File: src/rtl/fire_pkg.sv
// Shared word/vector types and sizing for the fire7 squeeze output path.
package fire_pkg;
  localparam int WIDTH  = 16;
  localparam int DSP_NO = 64;

  typedef logic [WIDTH-1:0] fm_word_t;
  typedef fm_word_t [0:DSP_NO-1] fm_vec_t;

  typedef enum logic [1:0] {IDLE, STREAM, DONE} ser_state_t;
endpackage

File: src/rtl/fm_pingpong_buf.sv
// Two-bank vector store: whole-vector capture on one side, word-wise read on the other.
module fm_pingpong_buf
  import fire_pkg::*;
(
  input  logic                        clk,
  input  logic                        rst,
  input  logic                        capture,
  input  logic [0:DSP_NO-1][WIDTH-1:0] cap_data,
  input  logic                        free,
  input  logic [$clog2(DSP_NO)-1:0]   rd_ch,
  output logic [WIDTH-1:0]            rd_word,
  output logic                        can_capture,
  output logic                        rd_full,
  output logic                        other_full
);
  fm_vec_t    bank [0:1];
  logic [1:0] full_reg;
  logic       wr_sel_reg;
  logic       rd_sel_reg;

  // Capture is applied after free so a bank released and refilled in one cycle ends up full.
  always_ff @(posedge clk) begin
    if (!rst) begin
      full_reg   <= 2'b00;
      wr_sel_reg <= 1'b0;
      rd_sel_reg <= 1'b0;
    end else begin
      if (free) begin
        full_reg[rd_sel_reg] <= 1'b0;
        rd_sel_reg           <= ~rd_sel_reg;
      end
      if (capture) begin
        full_reg[wr_sel_reg] <= 1'b1;
        wr_sel_reg           <= ~wr_sel_reg;
      end
    end
  end

  always_ff @(posedge clk) begin
    if (capture) bank[wr_sel_reg] <= cap_data;
  end

  assign rd_word     = bank[rd_sel_reg][rd_ch];
  assign can_capture = !full_reg[wr_sel_reg] || (free && (wr_sel_reg == rd_sel_reg));
  assign rd_full     = full_reg[rd_sel_reg];
  assign other_full  = full_reg[~rd_sel_reg];
endmodule

File: src/rtl/fire7_squeeze_ofm_serializer.sv
// Captures parallel squeeze-layer pixel vectors and replays them one channel word per cycle.
module fire7_squeeze_ofm_serializer
  import fire_pkg::*;
#(
  parameter int W_IN = 16,
  parameter int H_IN = 16
) (
  input  logic                          clk,
  input  logic                          rst,
  input  logic                          ofm_valid,
  input  logic [0:DSP_NO-1][WIDTH-1:0]  ofm_in,
  input  logic                          ifm_ready,
  output logic [WIDTH-1:0]              ifm_out,
  output logic                          ifm_valid,
  output logic [$clog2(DSP_NO)-1:0]     ch_idx,
  output logic [$clog2(W_IN*H_IN)-1:0]  pix_idx,
  output logic                          last_ch,
  output logic                          overflow,
  output logic                          done
);
  localparam int NPIX = W_IN * H_IN;
  localparam int CW   = $clog2(DSP_NO);
  localparam int PW   = $clog2(NPIX);
  localparam logic [CW-1:0] LAST_CH  = CW'(DSP_NO - 1);
  localparam logic [PW-1:0] LAST_PIX = PW'(NPIX - 1);

  ser_state_t       state_reg, state_next;
  logic [CW-1:0]    ch_reg;
  logic [PW-1:0]    pix_reg;
  logic [PW:0]      cap_cnt_reg;
  logic             overflow_reg;
  logic             xfer, last_xfer, in_window, capture;
  logic             can_capture, rd_full, other_full;
  logic [WIDTH-1:0] rd_word;

  assign xfer      = (state_reg == STREAM) && ifm_ready;
  assign last_xfer = xfer && (ch_reg == LAST_CH);
  // Strobes after the layer is complete are silently ignored rather than counted as overflow.
  assign in_window = ofm_valid && (state_reg != DONE) && (cap_cnt_reg < (PW+1)'(NPIX));
  assign capture   = in_window && can_capture;

  fm_pingpong_buf u_buf (
    .clk         (clk),
    .rst         (rst),
    .capture     (capture),
    .cap_data    (ofm_in),
    .free        (last_xfer),
    .rd_ch       (ch_reg),
    .rd_word     (rd_word),
    .can_capture (can_capture),
    .rd_full     (rd_full),
    .other_full  (other_full)
  );

  always_ff @(posedge clk) begin
    if (!rst) state_reg <= IDLE;
    else      state_reg <= state_next;
  end

  always_comb begin
    state_next = state_reg;
    case (state_reg)
      IDLE:   if (rd_full) state_next = STREAM;
      STREAM: if (last_xfer) begin
                if (pix_reg == LAST_PIX) state_next = DONE;
                else if (!other_full)    state_next = IDLE;
              end
      DONE:   state_next = DONE;
      default: state_next = IDLE;
    endcase
  end

  always_comb begin
    ifm_valid = (state_reg == STREAM);
    done      = (state_reg == DONE);
    ifm_out   = ifm_valid ? rd_word : '0;
    last_ch   = ifm_valid && (ch_reg == LAST_CH);
    ch_idx    = ch_reg;
    pix_idx   = pix_reg;
    overflow  = overflow_reg;
  end

  always_ff @(posedge clk) begin
    if (!rst) begin
      ch_reg       <= '0;
      pix_reg      <= '0;
      cap_cnt_reg  <= '0;
      overflow_reg <= 1'b0;
    end else begin
      if (xfer) begin
        if (ch_reg == LAST_CH) begin
          ch_reg <= '0;
          if (pix_reg != LAST_PIX) pix_reg <= pix_reg + 1'b1;
        end else begin
          ch_reg <= ch_reg + 1'b1;
        end
      end
      if (capture) cap_cnt_reg <= cap_cnt_reg + 1'b1;
      if (in_window && !can_capture) overflow_reg <= 1'b1;
    end
  end
endmodule

File: config.mk
export PLATFORM = sky130hd
export DESIGN_NAME = fire7_squeeze_ofm_serializer
export DESIGN_NICKNAME = d
export VERILOG_FILES = /design/src/rtl/fire_pkg.sv /design/src/rtl/fm_pingpong_buf.sv /design/src/rtl/fire7_squeeze_ofm_serializer.sv
export SDC_FILE = /design/constraint.sdc
export NUM_CORES = 2
export LEC_CHECK = 0
export CAP_MARGIN = 10
export CORE_MARGIN = 4
export CORE_UTILIZATION = 50
export CTS_CLUSTER_SIZE = 8
export DETAILED_ROUTE_END_ITERATION = 16
export GPL_TIMING_DRIVEN = 0
export PLACE_DENSITY = 0.8
export RECOVER_POWER = 50
export SETUP_SLACK_MARGIN = 0.05
export SYNTH_ARGS = -nofsm -noshare
export SYNTH_HDL_FRONTEND = slang
export SYNTH_SLANG_ARGS = --single-unit
File: constraint.sdc
create_clock -name clk -period 60 [get_ports clk]
set_clock_uncertainty 0.2 [all_clocks]
set_input_delay 18 -clock clk [delete_from_list [all_inputs] [get_ports clk]]
set_output_delay 18 -clock clk [all_outputs]
set_load 0.01 [all_outputs]
==> results.md <==
* Worst Hold End: state_reg[0]
* Residual DRC at 0
* Buffers on Ports at ~1100
* Most frequent cells after synthesis: edfxtp_1 (2048), mux4_2 (428), mux2i_1 (204)
* Worst reg-to-reg path cell count at 8
* Most frequent cell after synthesis: edfxtp_1
* CP arrival at around 6500 ps
* IO Pins at 1062
* Layout Area Growth over Synthesis at 29.85%
* Warnings from Yosys at 0
* Slew Limit Fails at slightly above 40
* Post-DRT Antenna Nets at 0
* Netlist cell types at 74
* Clock latency at the later pin of the worst-skew pair at 920 ps
* Via density per instance at approximately 6.7
* Number of synthesized flops with an enable pin at ~2000
* Power Density at around 34 mW/mm^2
* Core Area at 0.1589 mm^2
* Area of the die at around 0.17 mm^2
* FF-to-FF Start: ch_idx[1]
* Post-cts hold buffer count at 0
* Reg2Reg Setup Slack at 54730 ps
* Sequential area share after synthesis at 0.7748
* WL per Instance at approximately 44 um
* Placed cells at about 6900
* Crit end category: output pin
* NumNets Final at approximately 6000
* MaxCap Viol Count at 3
* Peak fanout along the critical path at 10
* Synthesized flop and latch total at around 2100
* Largest register FFs at between 2000 and 2500
* DRT Pass-1 Iters at 8
* H-tree depth at 5
* HPWL after DPL at around 240 mm
* VDD IR max at 0.03440 mV
* Slew HR at -0.6405
* Fillers at 10190
* Largest net degree at the start of global routing at 72
* Worst R2R End: u_buf.bank[1][494]
* Final setup margin at 35300 ps
* CTS Root Cell: clkbuf_16
* Post-Synthesis Cells at between 3000 and 4000
* Share of layout cells above drive strength 1 at 0.1989
* Outcome: finished with violations
* Via count at 50470
* Worst min-delay path category: register to register
* Lkg Pwr at around 34 nW
* Leading area contributor after synthesis: edfxtp_1
* Initial antenna violation count at approximately 360
* Post-synthesis cell area at roughly 0.08 mm^2
* CP Class: register to output pin
* Minimum clock period at around 25000 ps
* Final Cycle Share at 0.4117
* # resized after CTS at 0
* DIE WIDTH at ~410 um
* Synth top area cells: edfxtp_1 (77%), mux4_2 (12%), mux2i_1 (2.5%), dfxtp_1 (0.77%), a22oi_1 (0.57%)
* Total grt overflow at 0
* # clock sinks at a little over 2000
* Dominant synthesized flop cell: edfxtp_1
* Number of global-route vias before repair at about 50000
* Post-CTS setup buffers at 0
* Cts bufs inserted at about 310
* Synthesized Nets at 4689
* Failing checks: max-capacitance violations, max-slew violations
* Type of origin of the critical path: register
* Hold Path Depth at 1
* Ys async rst share at 0
* Row cnt at between 100 and 150
* Final Hold Viols at 0
* DR iter-0 viols at roughly 9000
* Syn avg cell area at approximately 22 um^2
* Die height at 408.4 um
* Clk buf depth at 4
* Starting Density at 0.5045
* RePlAce Congestion at between 0.9 and 1
* Worst Tran Pin Value at roughly 2500 ps
* Fmax at a little over 40 MHz
* Clk slew on worst S/H paths at about 50 ps
* Pre-CTS setup slack at ~36000 ps
* Min-delay src: state_reg[1]
* CTS tree: yes
* Post-Layout Cell Count at 7520
* Post-synth top area share at 0.7671
* First-pass GRT wire length at approximately 430 mm
* Worst EP required at approximately 42000 ps
* RSZ-0062 raised after global routing: false
* WL final at 333.9 mm
* Gr usage total at 0.3885
* Final Setup Violations at 0
* Setup TNS at 0 ps
where the power goes:
| part | switching, mW | total [mW] | internal, mW |
|---|---|---|---|
| combinational | 0.143 | 0.250 | 0.108 |
| sequential | 0.0226 | 1.72 | 1.69 |
| clock | 0.594 | 1.53 | 0.937 |
critical path: stages (launching register included):
cell and delay (ps):
dfxtp_1 660, buf_2 480, buf_2 440, buf_1 680, clkbuf_1 1060, a211oi_1 120
nor3_1 840, o41ai_2 170, buf_4 270, a21oi_1 160, clkdlybuf4s50_1 670
how the worst max path moves through the flow:
stage / startpoint / endpoint / slack [ps]
floorplan: ifm_ready / u_buf.bank[0][0] / 13750
global placement: ifm_ready / u_buf.bank[0][180] / -950
detailed placement: ch_idx[2] / ifm_out[7] / 36420
CTS: ch_idx[2] / ifm_out[7] / 35440
global route: ch_idx[2] / ifm_out[7] / 35280
finish: ch_idx[1] / ifm_out[10] / 35300
stage by stage:
step | cell area [um^2] | utilization | power (mW) | hold WS [ps]
floorplan | 80180 | - | 1.913 | 218.5
global placement | 93390 | 0.5876 | 2.104 | 240.6
detailed placement | 95140 | 0.5987 | 1.992 | 247.6
CTS | 103300 | 0.6501 | 3.502 | 251.6
global route | 103800 | 0.6530 | 3.576 | 296.0
finish | 104100 | 0.6550 | 3.496 | 261.5
area by class of cell:
type | count | area, um^2 | share of cell area
Timing Repair Buffer | 1150 | 12390 | 0.1190
Antenna cell | 290 | 725.7 | 0.006971
Clock buffer | 342 | 8079 | 0.07761
Clock inverter | 8 | 91.34 | 0.0008774
Tap cell | 2072 | 2592 | 0.02490
Multi-Input combinational cell | 1361 | 16560 | 0.1591
Inverter | 10 | 37.54 | 0.0003606
Sequential cell | 2079 | 62120 | 0.5967
Buffer | 208 | 1509 | 0.01449
cells in the final DEF, fill, tap and decap left out, types with 31 or more instances in the layout:
master / n
mux2i_1: 204
clkdlybuf4s50_1: 35
a221oi_1: 42
a22oi_1: 61
dlygate4sd3_1: 1026
buf_4: 31
clkbuf_16: 319
clkbuf_1: 81
nand3_1: 31
o22ai_1: 34
nor2_1: 62
diode_2: 290
a21oi_1: 77
edfxtp_1: 2048
nand2_1: 72
buf_12: 49
dfxtp_1: 31
mux4_2: 428
buf_2: 52
per-layer routing:
metal,global-route usage,up-vias,routed length [um]
met2,0.5909,5000,152200
met5,0,-,626
met3,0.1661,1276,48490
li1,-,18750,-
met4,0.2494,98,26020
met1,0.4554,25350,106600
cells by family after synthesis:
family,Yosys count,synth area share
DFF,2079,0.7748
muxes,663,0.1514
AOI/OAI and AO/OA,409,0.03641
and+or+nand+nor,270,0.01617
buffers and inverters,218,0.01904
xor gates and xnor gates,16,0.001748
adders and majority gates,3,0.0004682
Power figures use the tool's default switching activity.
